[src/rtl/smi_master.sv]
// smi_master: clause-22 MDIO management frame engine for the RMII PHY.
// Define SMI_POLL_EN to enable periodic link-status polling of PHY register 1.
module smi_master #(
  parameter int unsigned CLKDIV  = 20,
  parameter int unsigned POLLDIV = 20
) (
  input  logic        mclk,
  input  logic        reset,
  input  logic        start,
  input  logic        op,
  input  logic [4:0]  phyad,
  input  logic [4:0]  regad,
  input  logic [15:0] wdata,
  output logic [15:0] rdata,
  output logic        busy,
  output logic        done,
  output logic        mdc,
  output logic        mdo,
  output logic        mdd,
  input  logic        mdi,
  output logic        link,
  output logic        linkchg
);

  localparam int unsigned PW = $clog2(CLKDIV);
  localparam logic [PW-1:0] PRE_LAST = PW'(CLKDIV - 1);
  localparam logic [PW-1:0] PRE_END  = PW'(CLKDIV - 2);
  localparam logic [5:0] TA_FIRST    = 6'd46;
  localparam logic [5:0] DATA_FIRST  = 6'd48;
  localparam logic [5:0] BIT_LAST    = 6'd63;

  if (CLKDIV < 2 || POLLDIV == 0) begin : g_param_check
    $error("smi_master: CLKDIV must be >= 2 and POLLDIV >= 1");
  end

  typedef enum logic {S_IDLE, S_SHIFT} state_t;

  state_t        state;
  logic [PW-1:0] pre;
  logic [5:0]    bitcnt;
  logic [62:0]   tx;
  logic [15:0]   rx;
  logic          is_read;
  logic          is_poll;
  logic          poll_go_c;
  logic          launch_c;
  logic          frame_end_c;
  logic          wr_c;
  logic [4:0]    reg_c;
  logic [63:0]   frame_c;

  assign launch_c    = (state == S_IDLE) && (start || poll_go_c);
  // The last high phase is one cycle short so done lands exactly 128*CLKDIV after start.
  assign frame_end_c = (state == S_SHIFT) && mdc && (bitcnt == BIT_LAST) && (pre == PRE_END);

  // Outgoing frame; read frames carry ones where the PHY owns the line.
  always_comb begin
    wr_c    = start & op;
    reg_c   = start ? regad : 5'd1;
    frame_c = {32'hFFFF_FFFF, 2'b01, (wr_c ? 2'b01 : 2'b10), phyad, reg_c,
               (wr_c ? 2'b10 : 2'b11), (wr_c ? wdata : 16'hFFFF)};
  end

  always_ff @(posedge mclk) begin
    if (reset) begin
      state   <= S_IDLE;
      pre     <= '0;
      bitcnt  <= '0;
      tx      <= '0;
      rx      <= '0;
      is_read <= 1'b0;
      is_poll <= 1'b0;
      rdata   <= '0;
      busy    <= 1'b0;
      done    <= 1'b0;
      mdc     <= 1'b0;
      mdo     <= 1'b1;
      mdd     <= 1'b0;
    end else begin
      done <= 1'b0;
      case (state)
        S_IDLE: begin
          if (launch_c) begin
            state   <= S_SHIFT;
            busy    <= 1'b1;
            pre     <= '0;
            bitcnt  <= '0;
            mdc     <= 1'b0;
            mdd     <= 1'b1;
            mdo     <= frame_c[63];
            tx      <= frame_c[62:0];
            is_read <= ~wr_c;
            is_poll <= ~start;
          end
        end
        S_SHIFT: begin
          pre <= pre + PW'(1);
          if (!mdc) begin
            // Last low cycle: sample the PHY just before the rising edge.
            if (pre == PRE_LAST) begin
              pre <= '0;
              mdc <= 1'b1;
              if (bitcnt >= DATA_FIRST) rx <= {rx[14:0], mdi};
            end
          end else if (frame_end_c) begin
            state  <= S_IDLE;
            busy   <= 1'b0;
            pre    <= '0;
            bitcnt <= '0;
            mdc    <= 1'b0;
            mdd    <= 1'b0;
            mdo    <= 1'b1;
            done   <= ~is_poll;
            if (is_read && !is_poll) rdata <= rx;
          end else if (pre == PRE_LAST) begin
            pre    <= '0;
            mdc    <= 1'b0;
            bitcnt <= bitcnt + 6'd1;
            mdo    <= tx[62];
            tx     <= {tx[61:0], 1'b1};
            if (is_read && (bitcnt + 6'd1 == TA_FIRST)) mdd <= 1'b0;
          end
        end
        default: state <= S_IDLE;
      endcase
    end
  end

`ifdef SMI_POLL_EN
  logic [POLLDIV-1:0] poll_cnt;

  assign poll_go_c = (state == S_IDLE) && !start && (&poll_cnt);

  // Interval counter runs only while idle; a CPU start always defers the poll.
  always_ff @(posedge mclk) begin
    if (reset) begin
      poll_cnt <= '0;
      link     <= 1'b0;
      linkchg  <= 1'b0;
    end else begin
      linkchg <= 1'b0;
      if (state != S_IDLE || start || poll_go_c) poll_cnt <= '0;
      else                                       poll_cnt <= poll_cnt + POLLDIV'(1);
      if (frame_end_c && is_poll) begin
        link    <= rx[2];
        linkchg <= rx[2] ^ link;
      end
    end
  end
`else
  assign poll_go_c = 1'b0;
  assign link      = 1'b0;
  assign linkchg   = 1'b0;
`endif

endmodule

[config.mk]
export PLATFORM = sky130hd
export DESIGN_NAME = smi_master
export DESIGN_NICKNAME = d
export VERILOG_FILES = /design/src/rtl/smi_master.sv
export SDC_FILE = /design/constraint.sdc
export NUM_CORES = 1
export LEC_CHECK = 0
export ABC_AREA = 1
export CAP_MARGIN = 20
export CORE_MARGIN = 2
export CORE_UTILIZATION = 42
export DETAILED_ROUTE_END_ITERATION = 12
export GPL_TIMING_DRIVEN = 0
export SLEW_MARGIN = 10
export SYNTH_ARGS = -nofsm -noshare
export SYNTH_HDL_FRONTEND = slang
export SYNTH_SLANG_ARGS = --single-unit
export TNS_END_PERCENT = 20
[constraint.sdc]
create_clock -name mclk -period 2.2 [get_ports mclk]
set_input_delay 0.22 -clock mclk [delete_from_list [all_inputs] [get_ports mclk]]
set_output_delay 0.22 -clock mclk [all_outputs]
set_load 0.02 [all_outputs]
==> reports/qor.csv <==
stage;metric;value;unit
routing;viasPerCell;5.04;
critical_path;reg2reg_depth;9;
clocking;cts-resized-gates;0;
global_routing;grt_pass1_vias;3838;
sta;setup_ws;0.321;ns
clocking;clk_latency;0.52;ns
synthesis;ys_types;37;
final_layout;drive_above_1_share;13.0;%
synthesis;synth_area;4580;µm²
critical_path;cp_cell_sequence;ha_1 -> nand3_2 -> inv_1 -> nand3_4 -> nand2_4 -> inv_6 -> buf_2 -> nor2_1 -> a211oi_2;
placed_design;dp.cells;745;
final_layout;fin_cells;777;
global_routing;grt_antenna_before_repair;0;
routing;drc;0;
floorplan;die_area;11700;µm²
power_and_ir_drop;power.leakage;2.31;nW
critical_path;start_kind;flop;
sta;tightest_slew;0.685;ns
clocking;clk_pin_slew;0.06;ns
routing;drt-pass1-iter-count;5;
power_and_ir_drop;vdd_drop_max;0.650;mV
clocking;cts_root_buf;clkbuf_8;
floorplan;die_w;108;µm
final_layout;fin_nets;659;
sta;fin_crit;1.88;ns
synthesis;syn_area_per_cell;8.27;µm²
final_layout;fillers;996;
final_layout;multi_input_area;1910;µm²
outcome;status;finished, final reports clean;
sta;tns;0;ns
power_and_ir_drop;p_int;4.21;mW
synthesis;synthFlopType;dfxtp_1;
placed_design;dp_slack;0.0455;ns
final_layout;final_core_util;54.8;%
critical_path;r2r-start;bitcnt[0]$_SDFFE_PP0P_;
clocking;h-tree-depth;4;
global_routing;grtUsageTotal;19.5;%
clocking;clockBufferDepth;2;
placed_design;dp_hpwl;6890;µm
clocking;cts_made_buffers;17;
routing;antenna_left;0;
floorplan;initial_core_util;42.6;%
critical_path;critical_path_class;reg -> reg;
critical_path;crit_path_max_fanout;10;
sta;skew;0.00651;ns
sta;rsz0062_at_grt;false;
sta;clock.fmax;532;MHz
floorplan;chipHeight;108;µm
synthesis;yosysTopAreaCellShare;49.9;%
sta;holdWs;0.294;ns
critical_path;reg2reg_slack;0.32;ns
final_layout;antennaDiodeCount;0;
power_and_ir_drop;p_clk_share;51.5;%
synthesis;synthArstFlopShare;0;%
routing;wl_per_cell;13.1;µm
power_and_ir_drop;switchingPower;1.26;mW
synthesis;yosys.area.top_type;dfxtp_1;
synthesis;synth_edf_count;0;
synthesis;ys_seq_elements;114;
sta;slew_headroom;54.3;%
critical_path;critPathMaxStageDelay;0.43;ns
critical_path;cp.required;2.57;ns
clocking;cts_tree;built;
global_routing;gr-total-overflow;0;
worst_hold_path;min_to;tx[23]$_SDFFE_PP0P_;
critical_path;reg2reg_to;tx[11]$_SDFFE_PP0P_;
power_and_ir_drop;power_density;929;nW/µm²
routing;vias;3915;
placed_design;gp_congestion;0.811;
worst_hold_path;hp-class;in -> reg;
worst_hold_path;hold_depth;3;
clocking;cts_setup_buffers;0;
sta;setup_violations;0;
power_and_ir_drop;swShare;23.0;%
critical_path;cp.arrival;2.25;ns
critical_path;cp-end-kind;flop;
clocking;postCtsHoldBufs;0;
critical_path;slowest_stage;dfxtp_1;
synthesis;ys_warn_count;0;
routing;wl;10200;µm
sta;slew_violations;0;
sta;finalHoldViolCount;0;
routing;drt-initial-drc-count;247;
power_and_ir_drop;p_seq_share;40.7;%
sta;min_period_over_period;85.4;%
global_routing;grt_max_degree;17;
power_and_ir_drop;pwr-share-comb;7.7;%
final_layout;seqCellArea;2280;µm²
final_layout;area_growth;28.6;%
floorplan;pin_count;54;
floorplan;core;10700;µm²
clocking;clock_sinks;114;
synthesis;ys_top_cells_by_area;dfxtp_1, nor2_1, o21ai_0;
synthesis;yosysSeqAreaShare;49.9;%
floorplan;rows;38;
worst_hold_path;hold_start;phyad[0];
global_routing;grt_pass1_wl;17800;µm
synthesis;synth_cells;553;
placed_design;port-buffer-count;51;
job;cap_violations;0;
sequential cells by signal, indices dropped and copies added (netlist names):
signal and cells:
state 1, is_poll 1, mdd 1, done 1, rdata 16, is_read 1, bitcnt 6, mdo 1
busy 1, tx 63, pre 5, mdc 1, rx 16
critical path: cells and delay by family (launching register included):
family,cells,cell delay [ns]
buffers and inverters,3,0.39
DFF,1,0.43
adders and majority gates,1,0.26
and+or+nand+nor,4,0.60
AOI/OAI and AO/OA,1,0.04
power groups by stage:
stage	Combinational (mW)	Clock (mW)	Sequential, mW
after global routing	0.479	2.98	2.24
after CTS	0.429	2.87	2.23
after detailed placement	0.425	0	2.27
after global placement	0.419	0	2.27
final	0.424	2.82	2.23
after floorplan	0.289	0	2.26
cell families after synthesis:
family,synth area share [%]
compound gates,22.6
fa+ha+maj,1.09
simple gates,17.6
other cells,0.0820
flops,49.9
buf+inv,8.37
xor+xnor,0.383
per-stage QoR:
stage | power, mW | instance area, µm²
detailed placement | 2.69 | 5270
finish | 5.47 | 5890
global placement | 2.69 | 5270
global route | 5.70 | 5890
CTS | 5.53 | 5890
floorplan | 2.55 | 4580
final cells by class:
type	instances	share of cell area [%]
clock inverters	11	2.57
inverters	35	2.53
multi-input cells	370	32.5
well taps	140	2.98
clock buffers	21	7.97
plain buffers	35	3.98
flip-flops and latches	114	38.8
repair buffers	51	8.67
how the worst max path moves through the flow:
stage,from,end,slack [ns],cells after the start
floorplan,bitcnt[0]$_SDFFE_PP0P_,tx[10]$_SDFFE_PP0P_,0.59,9
global placement,reset,tx[16]$_SDFFE_PP0P_,0.08,4
detailed placement,reset,tx[16]$_SDFFE_PP0P_,0.05,4
CTS,pre[1]$_SDFFE_PP0N_,rx[10]$_SDFFE_PP0P_,0.30,8
global route,pre[1]$_SDFFE_PP0N_,rx[5]$_SDFFE_PP0P_,0.08,8
finish,bitcnt[0]$_SDFFE_PP0P_,tx[11]$_SDFFE_PP0P_,0.32,9
placed cells by master (no fill, tap or decap), drive strengths merged:
master,n
inv,35
a21oi,43
nand2,57
nand3b,1
o21a,1
nor3,5
o22ai,17
a211oi,19
clkdlybuf4s50,51
buf,21
nor2,118
clkinv,4
nand3,9
conb,2
xnor2,1
nand4,2
a22oi,6
o21ai,78
xor2,1
a31oi,5
bufinv,3
dfxtp,114
ha,4
clkbuf,35
or2,1
clkinvlp,4
per-layer routing:
layer	vias up	GRT usage (%)	part of all wire, %
met1	1813	24.8	48
met2	85	30.8	47
met4	0	7.23	1.2
met3	9	6.57	4.5
li1	2008	-	-
met5	-	0	0
Yosys cell counts (2+ instances only):
| library cell | count |
|---|---|
| nor2_1 | 115 |
| dfxtp_1 | 114 |
| o21ai_0 | 69 |
| nand2_1 | 55 |
| a21oi_1 | 43 |
| inv_1 | 31 |
| a211oi_2 | 18 |
| o22ai_1 | 17 |
| clkbuf_1 | 14 |
| buf_6 | 11 |
| o21ai_1 | 8 |
| buf_2 | 7 |
| nand3_1 | 7 |
| a22oi_1 | 6 |
| a31oi_1 | 5 |
| nor3_1 | 5 |
| ha_1 | 4 |
| buf_4 | 3 |
| inv_6 | 2 |
| nand4_1 | 2 |
Power figures use the tool's default switching activity.
